==> config.mk <==
export PLATFORM = sky130hd
export DESIGN_NAME = sc_axi_master_bridge
export DESIGN_NICKNAME = d
export VERILOG_FILES = /design/src/rtl/sc_axi_master_bridge.sv
export SDC_FILE = /design/constraint.sdc
export NUM_CORES = 1
export LEC_CHECK = 0
export BUFFER_PORTS_ARGS = -buffer_cell sky130_fd_sc_hd__buf_2
export CORE_AREA = 10 10 195 197
export DETAILED_ROUTE_END_ITERATION = 8
export DIE_AREA = 0 0 205 207
export PLACE_DENSITY_LB_ADDON = 0.2
export SYNTH_ARGS = -nofsm -noshare
export SYNTH_HDL_FRONTEND = slang
export SYNTH_SLANG_ARGS = --single-unit
==> constraint.sdc <==
create_clock -name clk -period 3.4 [get_ports clk]
set_input_delay 0.34 -clock clk [delete_from_list [all_inputs] [get_ports clk]]
set_output_delay 0.34 -clock clk [all_outputs]
set_load 0.02 [all_outputs]
==> src/rtl/sc_axi_master_bridge.sv <==
// sc_axi_master_bridge: sequences SystemC-side request/response transactions
// onto an AXI4 master port. It runs one transaction at a time with INCR bursts,
// counts beats, passes back-pressure through in both directions, and records
// protocol and stall-timeout errors in sticky flags.
module sc_axi_master_bridge #(
  parameter int DATA_WIDTH     = 64,
  parameter int ADDR_WIDTH     = 40,
  parameter int ID_WIDTH       = 12,
  parameter int TIMEOUT_CYCLES = 1024
) (
  input  logic                    clk,
  input  logic                    rst_n,
  // SystemC request
  input  logic                    sc_req_valid,
  output logic                    sc_req_ready,
  input  logic                    sc_req_we,
  input  logic [ADDR_WIDTH-1:0]   sc_req_addr,
  input  logic [ID_WIDTH-1:0]     sc_req_id,
  input  logic [7:0]              sc_req_len,
  // SystemC write data
  input  logic                    sc_wd_valid,
  output logic                    sc_wd_ready,
  input  logic [DATA_WIDTH-1:0]   sc_wd_data,
  input  logic [DATA_WIDTH/8-1:0] sc_wd_strb,
  // SystemC response
  output logic                    sc_rsp_valid,
  input  logic                    sc_rsp_ready,
  output logic                    sc_rsp_we,
  output logic [ID_WIDTH-1:0]     sc_rsp_id,
  output logic [1:0]              sc_rsp_resp,
  output logic                    sc_rsp_last,
  output logic [DATA_WIDTH-1:0]   sc_rsp_data,
  // AXI write address
  output logic [ID_WIDTH-1:0]     axi_awid,
  output logic [ADDR_WIDTH-1:0]   axi_awaddr,
  output logic [7:0]              axi_awlen,
  output logic [2:0]              axi_awsize,
  output logic [1:0]              axi_awburst,
  output logic                    axi_awvalid,
  input  logic                    axi_awready,
  // AXI write data
  output logic [DATA_WIDTH-1:0]   axi_wdata,
  output logic [DATA_WIDTH/8-1:0] axi_wstrb,
  output logic                    axi_wlast,
  output logic                    axi_wvalid,
  input  logic                    axi_wready,
  // AXI write response
  input  logic [ID_WIDTH-1:0]     axi_bid,
  input  logic [1:0]              axi_bresp,
  input  logic                    axi_bvalid,
  output logic                    axi_bready,
  // AXI read address
  output logic [ID_WIDTH-1:0]     axi_arid,
  output logic [ADDR_WIDTH-1:0]   axi_araddr,
  output logic [7:0]              axi_arlen,
  output logic [2:0]              axi_arsize,
  output logic [1:0]              axi_arburst,
  output logic                    axi_arvalid,
  input  logic                    axi_arready,
  // AXI read data
  input  logic [ID_WIDTH-1:0]     axi_rid,
  input  logic [DATA_WIDTH-1:0]   axi_rdata,
  input  logic [1:0]              axi_rresp,
  input  logic                    axi_rlast,
  input  logic                    axi_rvalid,
  output logic                    axi_rready,
  // Status
  output logic                    busy,
  output logic                    proto_err,
  output logic                    timeout_err
);
  localparam int               STRB_W = DATA_WIDTH / 8;
  localparam int               CNT_W  = $clog2(TIMEOUT_CYCLES + 1);
  localparam logic [2:0]       AXSIZE = 3'($clog2(STRB_W));
  localparam logic [CNT_W-1:0] TO_MAX = CNT_W'(TIMEOUT_CYCLES);

  typedef enum logic [2:0] {
    IDLE, WR_ADDR, WR_DATA, WR_RESP, RSP, RD_ADDR, RD_DATA
  } state_e;

  state_e                state_q, state_d;
  logic [ADDR_WIDTH-1:0] addr_q, addr_d;
  logic [ID_WIDTH-1:0]   id_q, id_d;
  logic [7:0]            len_q, len_d;
  logic [7:0]            beat_q, beat_d;
  logic [CNT_W-1:0]      stall_q, stall_d;
  logic [ID_WIDTH-1:0]   bid_q, bid_d;
  logic [1:0]            bresp_q, bresp_d;
  logic                  proto_q, proto_d;
  logic                  tmo_q, tmo_d;

  logic hs;        // AXI-side handshake completed this cycle
  logic wait_st;   // state waits on the AXI side
  logic hold;      // SystemC side is withholding, cycle is not a stall
  logic last_beat;

  // Address-channel fields come straight from the latched request.
  assign axi_awid    = id_q;
  assign axi_awaddr  = addr_q;
  assign axi_awlen   = len_q;
  assign axi_awsize  = AXSIZE;
  assign axi_awburst = 2'b01;
  assign axi_arid    = id_q;
  assign axi_araddr  = addr_q;
  assign axi_arlen   = len_q;
  assign axi_arsize  = AXSIZE;
  assign axi_arburst = 2'b01;
  assign busy        = (state_q != IDLE);
  assign proto_err   = proto_q;
  assign timeout_err = tmo_q;
  assign last_beat   = (beat_q == len_q);

  // Next-state, handshake outputs, beat counting, error and stall tracking.
  always_comb begin
    state_d      = state_q;
    addr_d       = addr_q;
    id_d         = id_q;
    len_d        = len_q;
    beat_d       = beat_q;
    bid_d        = bid_q;
    bresp_d      = bresp_q;
    proto_d      = proto_q;
    tmo_d        = tmo_q;
    stall_d      = stall_q;
    hs           = 1'b0;
    wait_st      = 1'b0;
    hold         = 1'b0;
    sc_req_ready = 1'b0;
    sc_wd_ready  = 1'b0;
    sc_rsp_valid = 1'b0;
    sc_rsp_we    = 1'b0;
    sc_rsp_id    = '0;
    sc_rsp_resp  = '0;
    sc_rsp_last  = 1'b0;
    sc_rsp_data  = '0;
    axi_awvalid  = 1'b0;
    axi_wvalid   = 1'b0;
    axi_wdata    = '0;
    axi_wstrb    = '0;
    axi_wlast    = 1'b0;
    axi_bready   = 1'b0;
    axi_arvalid  = 1'b0;
    axi_rready   = 1'b0;
    case (state_q)
      IDLE: begin
        sc_req_ready = 1'b1;
        if (sc_req_valid) begin
          addr_d  = sc_req_addr;
          id_d    = sc_req_id;
          len_d   = sc_req_len;
          state_d = sc_req_we ? WR_ADDR : RD_ADDR;
        end
      end
      WR_ADDR: begin
        wait_st     = 1'b1;
        axi_awvalid = 1'b1;
        if (axi_awready) begin
          hs      = 1'b1;
          beat_d  = '0;
          state_d = WR_DATA;
        end
      end
      WR_DATA: begin
        wait_st     = 1'b1;
        hold        = !sc_wd_valid;
        axi_wvalid  = sc_wd_valid;
        sc_wd_ready = axi_wready;
        axi_wdata   = sc_wd_data;
        axi_wstrb   = sc_wd_strb;
        axi_wlast   = last_beat;
        if (sc_wd_valid && axi_wready) begin
          hs     = 1'b1;
          beat_d = beat_q + 8'd1;
          if (last_beat) state_d = WR_RESP;
        end
      end
      WR_RESP: begin
        wait_st    = 1'b1;
        axi_bready = 1'b1;
        if (axi_bvalid) begin
          hs      = 1'b1;
          bid_d   = axi_bid;
          bresp_d = axi_bresp;
          if (axi_bid != id_q) proto_d = 1'b1;
          state_d = RSP;
        end
      end
      RSP: begin
        sc_rsp_valid = 1'b1;
        sc_rsp_we    = 1'b1;
        sc_rsp_last  = 1'b1;
        sc_rsp_id    = bid_q;
        sc_rsp_resp  = bresp_q;
        if (sc_rsp_ready) state_d = IDLE;
      end
      RD_ADDR: begin
        wait_st     = 1'b1;
        axi_arvalid = 1'b1;
        if (axi_arready) begin
          hs      = 1'b1;
          beat_d  = '0;
          state_d = RD_DATA;
        end
      end
      RD_DATA: begin
        wait_st      = 1'b1;
        hold         = !sc_rsp_ready;
        sc_rsp_valid = axi_rvalid;
        axi_rready   = sc_rsp_ready;
        sc_rsp_id    = axi_rid;
        sc_rsp_data  = axi_rdata;
        sc_rsp_resp  = axi_rresp;
        sc_rsp_last  = axi_rlast;
        if (axi_rvalid && sc_rsp_ready) begin
          hs     = 1'b1;
          beat_d = beat_q + 8'd1;
          // rlast must coincide exactly with the final counted beat
          if ((axi_rlast != last_beat) || (axi_rid != id_q)) proto_d = 1'b1;
          if (axi_rlast) state_d = IDLE;
        end
      end
      default: state_d = IDLE;
    endcase
    // Stall counter: cleared by progress, saturates at the timeout threshold.
    if (hs || (state_d != state_q)) begin
      stall_d = '0;
    end else if (wait_st && !hold && (stall_q != TO_MAX)) begin
      stall_d = stall_q + CNT_W'(1);
    end
    if (stall_d == TO_MAX) tmo_d = 1'b1;
  end

  // State and context registers; reset abandons any transaction in flight.
  always_ff @(posedge clk or negedge rst_n) begin
    if (!rst_n) begin
      state_q <= IDLE;
      addr_q  <= '0;
      id_q    <= '0;
      len_q   <= '0;
      beat_q  <= '0;
      stall_q <= '0;
      bid_q   <= '0;
      bresp_q <= '0;
      proto_q <= 1'b0;
      tmo_q   <= 1'b0;
    end else begin
      state_q <= state_d;
      addr_q  <= addr_d;
      id_q    <= id_d;
      len_q   <= len_d;
      beat_q  <= beat_d;
      stall_q <= stall_d;
      bid_q   <= bid_d;
      bresp_q <= bresp_d;
      proto_q <= proto_d;
      tmo_q   <= tmo_d;
    end
  end

endmodule

==> results of run 1 <==
final timing paths:
path,start,end,cells past startpoint
max reg2reg,state_q[0],timeout_err,6
max in group asynchronous,rst_n,axi_arlen[6],2
max,state_q[1],sc_rsp_id[3],4
min,rst_n,axi_araddr[30],1
min in group clk,sc_req_addr[17],axi_araddr[17],3
min reg2reg,proto_err,proto_err,1
worst max-delay path, delay by kind of cell (launching register included):
| family | cells | cell delay, ns |
|---|---|---|
| AOI/OAI and AO/OA | 1 | 0.23 |
| buffers and inverters | 2 | 0.70 |
| DFF | 1 | 0.76 |
| and+or+nand+nor | 1 | 0.31 |
cell usage in the layout (no fill, tap or decap), drive strengths merged, types with 4 or more instances in the layout:
master	n
xnor2	31
mux2i	5
nand2	191
and2	140
nor3b	4
nand3	10
clkinv	5
and3	6
mux2	15
o21ai	9
diode	4
nand4	11
inv	9
buf	527
a22o	14
clkbuf	10
conb	10
nor2	28
xor2	19
a21oi	8
dfrtp	98
cells by family (layout without fill, tap and decap cells):
logic type,count (synthesis),after routing,synth area share (%)
multiplexers,20,20,3.453
AO/OA/AOI/OAI,43,43,5.348
other,2,14,0.1184
XOR/XNOR,50,50,6.906
flip-flops,98,98,38.67
adder cells (fa/ha/maj),3,3,0.5920
AND/OR/NAND/NOR,410,410,32.85
buffers and inverters,121,552,12.06
layer usage:
metal,vias to the layer above,track usage [%],share of wire [%]
met4,14,5.711,2.5
met2,336,29.38,53
met5,-,0,0.31
met3,55,5.899,9.1
li1,3155,-,-
met1,3016,15.70,35
layout make-up:
cell class	instances	area, sq um
clock inverters	6	32.53
fillers	3785	24950
clock buffers	10	239.0
inverters	9	33.78
diodes	4	10.01
flip-flops and latches	98	2452
repair buffers	527	2660
well taps	455	569.3
multi-input cells	536	3171
stage by stage:
| step | area [sq um] | instances | setup WS, ns | hold slack, ns | total power [W] |
|---|---|---|---|---|---|
| finish | 9168 | 1645 | 0.6228 | 0.1191 | 0.007879 |
| global route | 9163 | 1643 | 0.4440 | 0.1596 | 0.008471 |
| CTS | 9158 | 1641 | 0.6073 | 0.1412 | 0.008079 |
| detailed placement | 8886 | 1625 | 1.010 | 0.4404 | 0.007052 |
| global placement | 8886 | 1625 | 1.048 | 0.4397 | 0.007046 |
| floorplan | 6371 | 755 | 1.509 | 0.04441 | 0.005550 |
sequential cells by signal, indices dropped and copies added, names as in the netlist:
| name | flops |
|---|---|
| state_q | 3 |
| bid_q | 12 |
| bresp_q | 2 |
| beat_q | 8 |
| axi_arlen | 8 |
| timeout_err | 1 |
| stall_q | 11 |
| axi_arid | 12 |
| axi_araddr | 40 |
| proto_err | 1 |
where the power goes:
group	switching, W	total [W]	internal, W	leakage, nW
Sequential	0.000590	0.00223	0.00164	1.24
Combinational	0.00307	0.00467	0.00160	3.92
Clock	0.000470	0.000980	0.000511	0.138
Total	0.00413	0.00788	0.00375	5.30
==> metrics.md, run 1 <==
| Metric | Value |
|---|---|
| Status | `finished, final reports clean` |
| Cell Rows | `between 60 and 70` |
| Register-to-register setup slack | `1.11 ns` |
| Most common cell in the synthesized netlist | `nand2_1` |
| DR WL/cell | `21.61 um` |
| Postcts setup bufs | `0` |
| Yosys top cell area share | `about two fifths` |
| Slew HR | `approximately two fifths` |
| Root buffer selected by CTS | `clkbuf_16` |
| Setup Total Neg Slack | `0 ns` |
| CTS resizes | `0` |
| Final setup fails | `0` |
| Crit start category | `flip-flop` |
| Placer Congestion | `0.9702` |
| Total track usage | `about 16%` |
| Synth unique cells | `between 50 and 60` |
| Post-CTS Hold Buffers | `0` |
| IO Pins | `530` |
| Detailed placement HPWL | `29910 um` |
| Chip height | `~210 um` |
| Leading area contributor after synthesis | `dfrtp_1` |
| CTS tree | `yes` |
| Worst EP arrival | `between 2 and 2.5 ns` |
| Clk_lat worst skew | `0.36 ns` |
| Setup CP Type | `reg -> out` |
| Initial Util | `a little under a fifth` |
| Final Hold Violating Endpoints | `0` |
| Critical-path top delay cell | `dfrtp_1` |
| Seq/Total Area, Yosys | `between 30% and 40%` |
| Vias per cell | `~4` |
| Vias in the first global route | `between 6000 and 7000` |
| Layout area overhead | `44.57%` |
| Static Leakage | `approximately 5.3 nW` |
| DR vias | `approximately 6600` |
| Clock sink total | `98` |
| Post-synth top cells | `191 x nand2_1, 140 x and2_1, 98 x dfrtp_1` |
| First-pass GRT wire length | `between 40000 and 50000 um` |
| Slowest cell delay on critical path | `~0.76 ns` |
| I/O Buffers | `approximately 520` |
| YS warnings | `0` |
| Critical path capture point type | `output port` |
| Power density over the cells | `859.4 nW/um^2` |
| Critical path fanouts, max | `79` |
| Max IR drop VDD | `~0.58 mV` |
| Fmax | `0.3601 GHz` |
| Post-route DRC | `0` |
| CTS Buffer Depth | `2` |
| CTS H-Tree Depth | `3` |
| Synth top area cells | `dfrtp_1 39%, and2_1 14%, nand2_1 11%, buf_4 8.4%, xnor2_1 4.3%` |
| Die area | `42440 sq um` |
| Worst path cell trace | `and3b_2 -> buf_4 -> a22o_1 -> buf_2` |
| Synth Flop Type | `dfrtp_1` |
| Unrepaired setup endpoints after global routing | `no` |
| 1st-iter DRT viols | `160` |
| TritonCTS Buffers | `9` |
| Initial antenna violation count | `15` |
| Initial DRT Pass Iterations | `4` |
| MaxCap Viol Count | `0` |
| Post-layout util | `a little over a quarter` |
| Synth Cell Area | `around 6300 sq um` |
| Nets | `1420` |
| Skew final | `0.009632 ns` |
| Grt ovf | `0` |
| Synthesis-stage register bit count | `98` |
| Mapped Avg Cell Area | `approximately 8.5 sq um` |
| DIE WIDTH | `205 um` |
| Post-layout minimum cycle time | `2.777 ns` |
| Worst Hold Class | `in -> async` |
| Worst Tran Pin Value | `0.9273 ns` |
| Fin crit share | `81.68%` |
| Wirelength, routed | `35560 um` |
| Largest net degree at the start of global routing | `80` |
| Layout cell share with drive strength beyond 1 | `between 40% and 50%` |
| Worst EP required | `about 3.1 ns` |
| Mapped Cells | `~750` |
| Routed Antenna Nets | `0` |
| Post-synth EDFFs | `0` |
| Slew Viols, Final | `0` |
| Async S/R FF share, synth | `100.0%` |
| Worst-path clk slew | `around 0.07 ns` |
| CORE AREA | `approximately 34000 sq um` |
Power figures use the tool's default switching activity.
==> run 2: changes to the inputs <==
==> constraint.sdc (replaced) <==
create_clock -name clk -period 2.3 [get_ports clk]
set_input_delay 0.23 -clock clk [delete_from_list [all_inputs] [get_ports clk]]
set_output_delay 0.23 -clock clk [all_outputs]
set_load 0.02 [all_outputs]
==> metrics.md, run 2 (synthesized netlist as in run 1, its figures left out) <==
| Metric | Value |
|---|---|
| Status | `finished, final reports clean` |
| I/O Buffers | `519 (unchanged)` |
| R2r endpoint | `timeout_err` |
| Fin crit share | `between 90% and 100%` |
| Placed cell area | `8964 sq um (+0.87%)` |
| CTS Buffer Depth | `2 (unchanged)` |
| Post-layout util | `27.35% (+0.48 points)` |
| Unrepaired setup endpoints after global routing | `no` |
| Nets | `1428 (+0.56%)` |
| RR Startpoint | `state_q[2]` |
| Post-route DRC | `0 (unchanged)` |
| 1st-iter DRT viols | `161 (+0.63%)` |
| Skew final | `0.01030 ns (+0.0006680 ns)` |
| Initial antenna violation count | `14 (-1)` |
| Postcts setup bufs | `0 (unchanged)` |
| Power density over the cells | `1289 nW/um^2 (+50%)` |
| DR WL/cell | `21.45 um (-0.76%)` |
| Finished Cell Area | `9333 sq um (+1.8%)` |
| Placer Congestion | `0.9256 (-4.6%)` |
| IO Pins | `530 (unchanged)` |
| Worst setup path endpoint | `sc_rsp_data[56]` |
| Largest net degree at the start of global routing | `77 (-3.8%)` |
| Worst EP arrival | `1.93 ns (-0.51 ns)` |
| Post-layout minimum cycle time | `2.161 ns` |
| DIE WIDTH | `205 um (unchanged)` |
| Slew Viols, Final | `0 (unchanged)` |
| Root buffer selected by CTS | `clkbuf_16` |
| Final Hold Violating Endpoints | `0 (unchanged)` |
| Most frequent cells in the layout | `518 x buf_2, 191 x nand2_1, 140 x and2_1` |
| Crit start category | `flip-flop` |
| CTS tree | `yes` |
| CP Launch Point | `state_q[2]` |
| Layout area overhead | `47.18%` |
| Worst reg-to-reg path cell count | `7 (+1)` |
| Layout cell share with drive strength beyond 1 | `48.91% (+0.51 points)` |
| DR vias | `6663 (+1.3%)` |
| Final setup fails | `0 (unchanged)` |
| Max reg flops | `40 (unchanged)` |
| Area of the multi-input gates | `3171 sq um (unchanged)` |
| Fmax | `between 0.4 and 0.5 GHz` |
| Setup CP Type | `reg -> out` |
| Reg area | `2456 sq um (+0.15%)` |
| Detailed placement HPWL | `30080 um (+0.59%)` |
| Routed Antenna Nets | `0 (unchanged)` |
| Initial Util | `18.59% (unchanged)` |
| Max IR drop VDD | `0.7206 mV (+24%)` |
| Worst EP required | `2.07 ns (-0.99 ns)` |
| Grt ovf | `0 (unchanged)` |
| Vias per cell | `4.036 (+0.95%)` |
| CORE AREA | `34120 sq um (unchanged)` |
| Register-to-register setup slack | `0.26 ns (-0.85 ns)` |
| Fillers | `3802 (+0.45%)` |
| First-pass GRT wire length | `49130 um (-1.6%)` |
| Post-route setup slack | `0.1393 ns (-0.4835 ns)` |
| Initial DRT Pass Iterations | `4 (unchanged)` |
| Static Leakage | `5.361 nW (+1.2%)` |
| Wirelength, routed | `35410 um (-0.40%)` |
| Critical path capture point type | `output port` |
| Worst Hold Class | `in -> reg` |
| Worst-path clk slew | `0.08 ns (about the same)` |
| Total track usage | `15.66% (-0.21 points)` |
| TritonCTS Buffers | `9 (unchanged)` |
| Vias in the first global route | `6911 (-0.70%)` |
| Setup Total Neg Slack | `0 ns (unchanged)` |
| Chip height | `207 um (unchanged)` |
| Clk_lat worst skew | `0.36 ns (about the same)` |
| Leading cell type in the layout, fill and taps excluded | `buf_2` |
| MaxCap Viol Count | `0 (unchanged)` |
| Die area | `42440 sq um (unchanged)` |
| Hold Path Stages | `3` |
| Slew HR | `49.84% (+12 points)` |
| Critical path fanouts, max | `60 (-24%)` |
| Pre-CTS setup slack | `0.2170 ns (-0.7932 ns)` |
| CTS H-Tree Depth | `3 (unchanged)` |
| Clock sink total | `98 (unchanged)` |
| Worst Tran Pin Value | `0.7524 ns (-0.1749 ns)` |
| Cell Rows | `68 (unchanged)` |
==> run 2: changes by cell type in the layout (fill, tap and decap cells not counted), sizes merged <==
| cell | before | now |
|---|---|---|
| inv | 9 | 11 |
| clkbuf | 10 | 9 |
| dlygate4sd3 | 0 | 1 |
| diode | 4 | 2 |
| clkinv | 5 | 1 |
| clkinvlp | 1 | 2 |
| buf | 527 | 534 |
| bufinv | 0 | 2 |
==> run 2: worst min path at each step <==
stage                     from             end  slack, ns
3_5_place_dp             rst_n  axi_araddr[32]       0.18
3_3_place_gp             rst_n  axi_araddr[32]       0.17
2_1_floorplan            rst_n   axi_araddr[0]      -0.07
4_1_cts          sc_req_id[11]    axi_arid[11]       0.03
6_report         sc_req_id[11]    axi_arid[11]       0.05
5_1_grt        sc_req_addr[26]  axi_araddr[26]       0.03
==> run 2: layer usage <==
| metal | vias up | part of all wire, % | global-route usage (%) |
|---|---|---|---|
| met3 | 57 | 9.4 | 6.195 |
| li1 | 3179 | - | - |
| met1 | 3089 | 34 | 14.92 |
| met2 | 326 | 53 | 29.47 |
| met4 | 12 | 3.2 | 5.484 |
| met5 | - | 0.27 | 0 |
==> run 2: timing repair <==
item / CTS / global route
endpoints found under the setup margin: 136 / 89
hold buffers: 1 / 0
gates resized for setup: 5 / 4
endpoints found under the hold margin: 23 / 0
==> run 2: per-stage QoR <==
stage,power (W),instances,hold WS (ns)
after floorplan,0.008204,755,-0.06559
after global placement,0.01049,1632,0.1736
after detailed placement,0.01052,1632,0.1782
after CTS,0.01232,1649,0.02531
after global routing,0.01291,1650,0.03040
final,0.01203,1651,0.04954
==> run 2: final cells by class <==
cell class                      count  share of cell area (%)
Antenna cell                        2                 0.05363
Clock buffer                        9                   2.413
Clock inverter                      7                   1.086
Inverter                            9                  0.3620
Multi-Input combinational cell    536                   33.97
Sequential cell                    98                   26.32
Tap cell                          455                   6.100
Timing Repair Buffer              535                   29.70
==> run 2: critical path, stage by stage (launching register included) <==
cell	delay, ns
dfrtp_2	0.45
buf_4	0.18
and3b_2	0.24
buf_8	0.26
and2_1	0.22
buf_2	0.21
==> run 2: where the power goes <==
group,internal [W],switching [W]
Clock,0.000964,0.000732
Combinational,0.00248,0.00462
Sequential,0.00243,0.000808
==> run 3: changes to the inputs <==
==> constraint.sdc (replaced) <==
create_clock -name clk -period 2.51 [get_ports clk]
set_input_delay 0.251 -clock clk [delete_from_list [all_inputs] [get_ports clk]]
set_output_delay 0.251 -clock clk [all_outputs]
set_load 0.02 [all_outputs]
==> metrics.md, run 3 (synthesized netlist as in run 1, its figures left out) <==
| Metric | Value |
|---|---|
| Status | `finished, final reports clean` |
| Setup CP Type | `reg -> out` |
| Most frequent cells in the layout | `518 x buf_2, 191 x nand2_1, 140 x and2_1` |
| Setup Total Neg Slack | `0 ns (unchanged)` |
| Vias per cell | `4.061 (+0.62%)` |
| Nets | `1427 (-0.070%)` |
| Wirelength, routed | `35590 um (+0.49%)` |
| Total power | `0.01097 W (-8.8%)` |
| DIE WIDTH | `205 um (unchanged)` |
| Total track usage | `15.73% (+0.070 points)` |
| CORE AREA | `34120 sq um (unchanged)` |
| Layout cell share with drive strength beyond 1 | `48.62% (-0.29 points)` |
| Max IR drop VDD | `0.6565 mV (-8.9%)` |
| R2r endpoint | `stall_q[9]` |
| CTS Buffer Depth | `2 (unchanged)` |
| Skew final | `0.007327 ns (-0.002973 ns)` |
| Reg area | `2454 sq um (-0.10%)` |
| Leading cell type in the layout, fill and taps excluded | `buf_2` |
| Clock sink total | `98 (unchanged)` |
| Post-route DRC | `0 (unchanged)` |
| IO Pins | `530 (unchanged)` |
| Final setup fails | `0 (unchanged)` |
| TritonCTS Buffers | `9 (unchanged)` |
| Worst setup path endpoint | `sc_rsp_data[15]` |
| DR WL/cell | `21.57 um (+0.55%)` |
| Fmax | `~0.43 GHz` |
| Final Hold Violating Endpoints | `0 (unchanged)` |
| Static Leakage | `5.351 nW (-0.19%)` |
| Root buffer selected by CTS | `clkbuf_16` |
| Critical path capture point type | `output port` |
| Layout area overhead | `46.72%` |
| RR Startpoint | `state_q[1]` |
| Critical path fanouts, max | `79 (+32%)` |
| CP Launch Point | `state_q[1]` |
| Postcts setup bufs | `0 (unchanged)` |
| CTS H-Tree Depth | `3 (unchanged)` |
| Unrepaired setup endpoints after global routing | `no` |
| Initial DRT Pass Iterations | `4 (unchanged)` |
| DR vias | `6700 (+0.56%)` |
| Fillers | `3797 (-0.13%)` |
| Worst-path clk slew | `0.07 ns (about the same)` |
| Worst Tran Pin Value | `0.7839 ns (+0.03152 ns)` |
| Register-to-register setup slack | `0.45 ns (+0.19 ns)` |
| Crit start category | `flip-flop` |
| MaxCap Viol Count | `0 (unchanged)` |
| Routed Antenna Nets | `0 (unchanged)` |
| Initial antenna violation count | `14 (unchanged)` |
| Placer Congestion | `0.9442 (+2.0%)` |
| Die area | `42440 sq um (unchanged)` |
| Grt ovf | `0 (unchanged)` |
| Worst EP required | `2.26 ns (+0.19 ns)` |
| Fin crit share | `~92%` |
| Slew Viols, Final | `0 (unchanged)` |
| 1st-iter DRT viols | `213 (+32%)` |
| Initial Util | `18.59% (unchanged)` |
| Clk_lat worst skew | `0.35 ns (about the same)` |
| First-pass GRT wire length | `49710 um (+1.2%)` |
| Power density over the cells | `1180 nW/um^2 (-8.5%)` |
| Worst Hold Class | `in -> reg` |
| Max reg flops | `40 (unchanged)` |
| Slew HR | `47.74% (-2.1 points)` |
| Chip height | `207 um (unchanged)` |
| Largest net degree at the start of global routing | `80 (+3.9%)` |
| Area of the multi-input gates | `3171 sq um (unchanged)` |
| Vias in the first global route | `6993 (+1.2%)` |
| Cell Rows | `68 (unchanged)` |
| I/O Buffers | `519 (unchanged)` |
| Worst reg-to-reg path cell count | `5 (-2)` |
| Worst EP arrival | `2.05 ns (+0.12 ns)` |
| CTS tree | `yes` |
| Detailed placement HPWL | `29940 um (-0.47%)` |
| Post-layout minimum cycle time | `about 2.3 ns` |
## run 3: area by class of cell
| type | count | share of cell area [%] |
|---|---|---|
| antenna | 2 | 0.05379 |
| clock buffer | 12 | 2.757 |
| clock inverter | 4 | 0.5379 |
| inverter | 9 | 0.3631 |
| multi-input combinational | 536 | 34.08 |
| sequential | 98 | 26.37 |
| tap | 455 | 6.119 |
| timing repair buffer | 534 | 29.72 |
## run 3: timing repair
item / in CTS / in global routing
hold buffers: 1 / 0
hold endpoints to repair: 23 / 0
gates resized for setup: 0 / 1
setup endpoints to repair: 0 / 14
## run 3: critical path, stage by stage (launching register included)
cell,delay [ns]
dfrtp_1,0.64
and3b_2,0.32
buf_12,0.26
and2_1,0.25
buf_2,0.21
## run 3: where the power goes
group,total (W),leakage (nW),switching (W),internal [W]
combinational,0.00652,3.97,0.00426,0.00226
clock,0.00147,0.145,0.000638,0.000827
sequential,0.00299,1.24,0.000763,0.00222
total,0.0110,5.35,0.00566,0.00531
## run 3: stage by stage
step | utilization, % | instances | worst slack, ns | cell area [sq um] | hold WS [ns]
after floorplan | - | 755 | 0.7085 | 6371 | -0.04459
after global placement | 26.32 | 1631 | 0.4484 | 8981 | 0.1879
after detailed placement | 26.32 | 1631 | 0.4542 | 8981 | 0.1871
after CTS | 27.25 | 1648 | 0.06724 | 9298 | 0.05442
after global routing | 27.26 | 1649 | 0.07229 | 9301 | 0.06531
final | 27.27 | 1650 | 0.2079 | 9304 | 0.08250
## run 3: per-layer routing
metal  share of wire [%]  global-route usage, %  wire, um  up-vias
met5                0.15                      0        55        -
met4                 2.6                  4.448       933        8
met3                 9.1                  5.836      3230       54
met2                  53                  29.90     18820      341
met1                  35                  15.36     12540     3129
li1                    -                      -         -     3168
## run 3: worst min path at each step
stage | startpoint | endpoint | cells after the start
finish | sc_req_addr[3] | axi_araddr[3] | 3
global route | sc_req_addr[29] | axi_araddr[29] | 3
CTS | sc_req_addr[5] | axi_araddr[5] | 3
detailed placement | rst_n | axi_araddr[28] | 1
global placement | rst_n | axi_araddr[28] | 1
floorplan | rst_n | axi_araddr[0] | 0
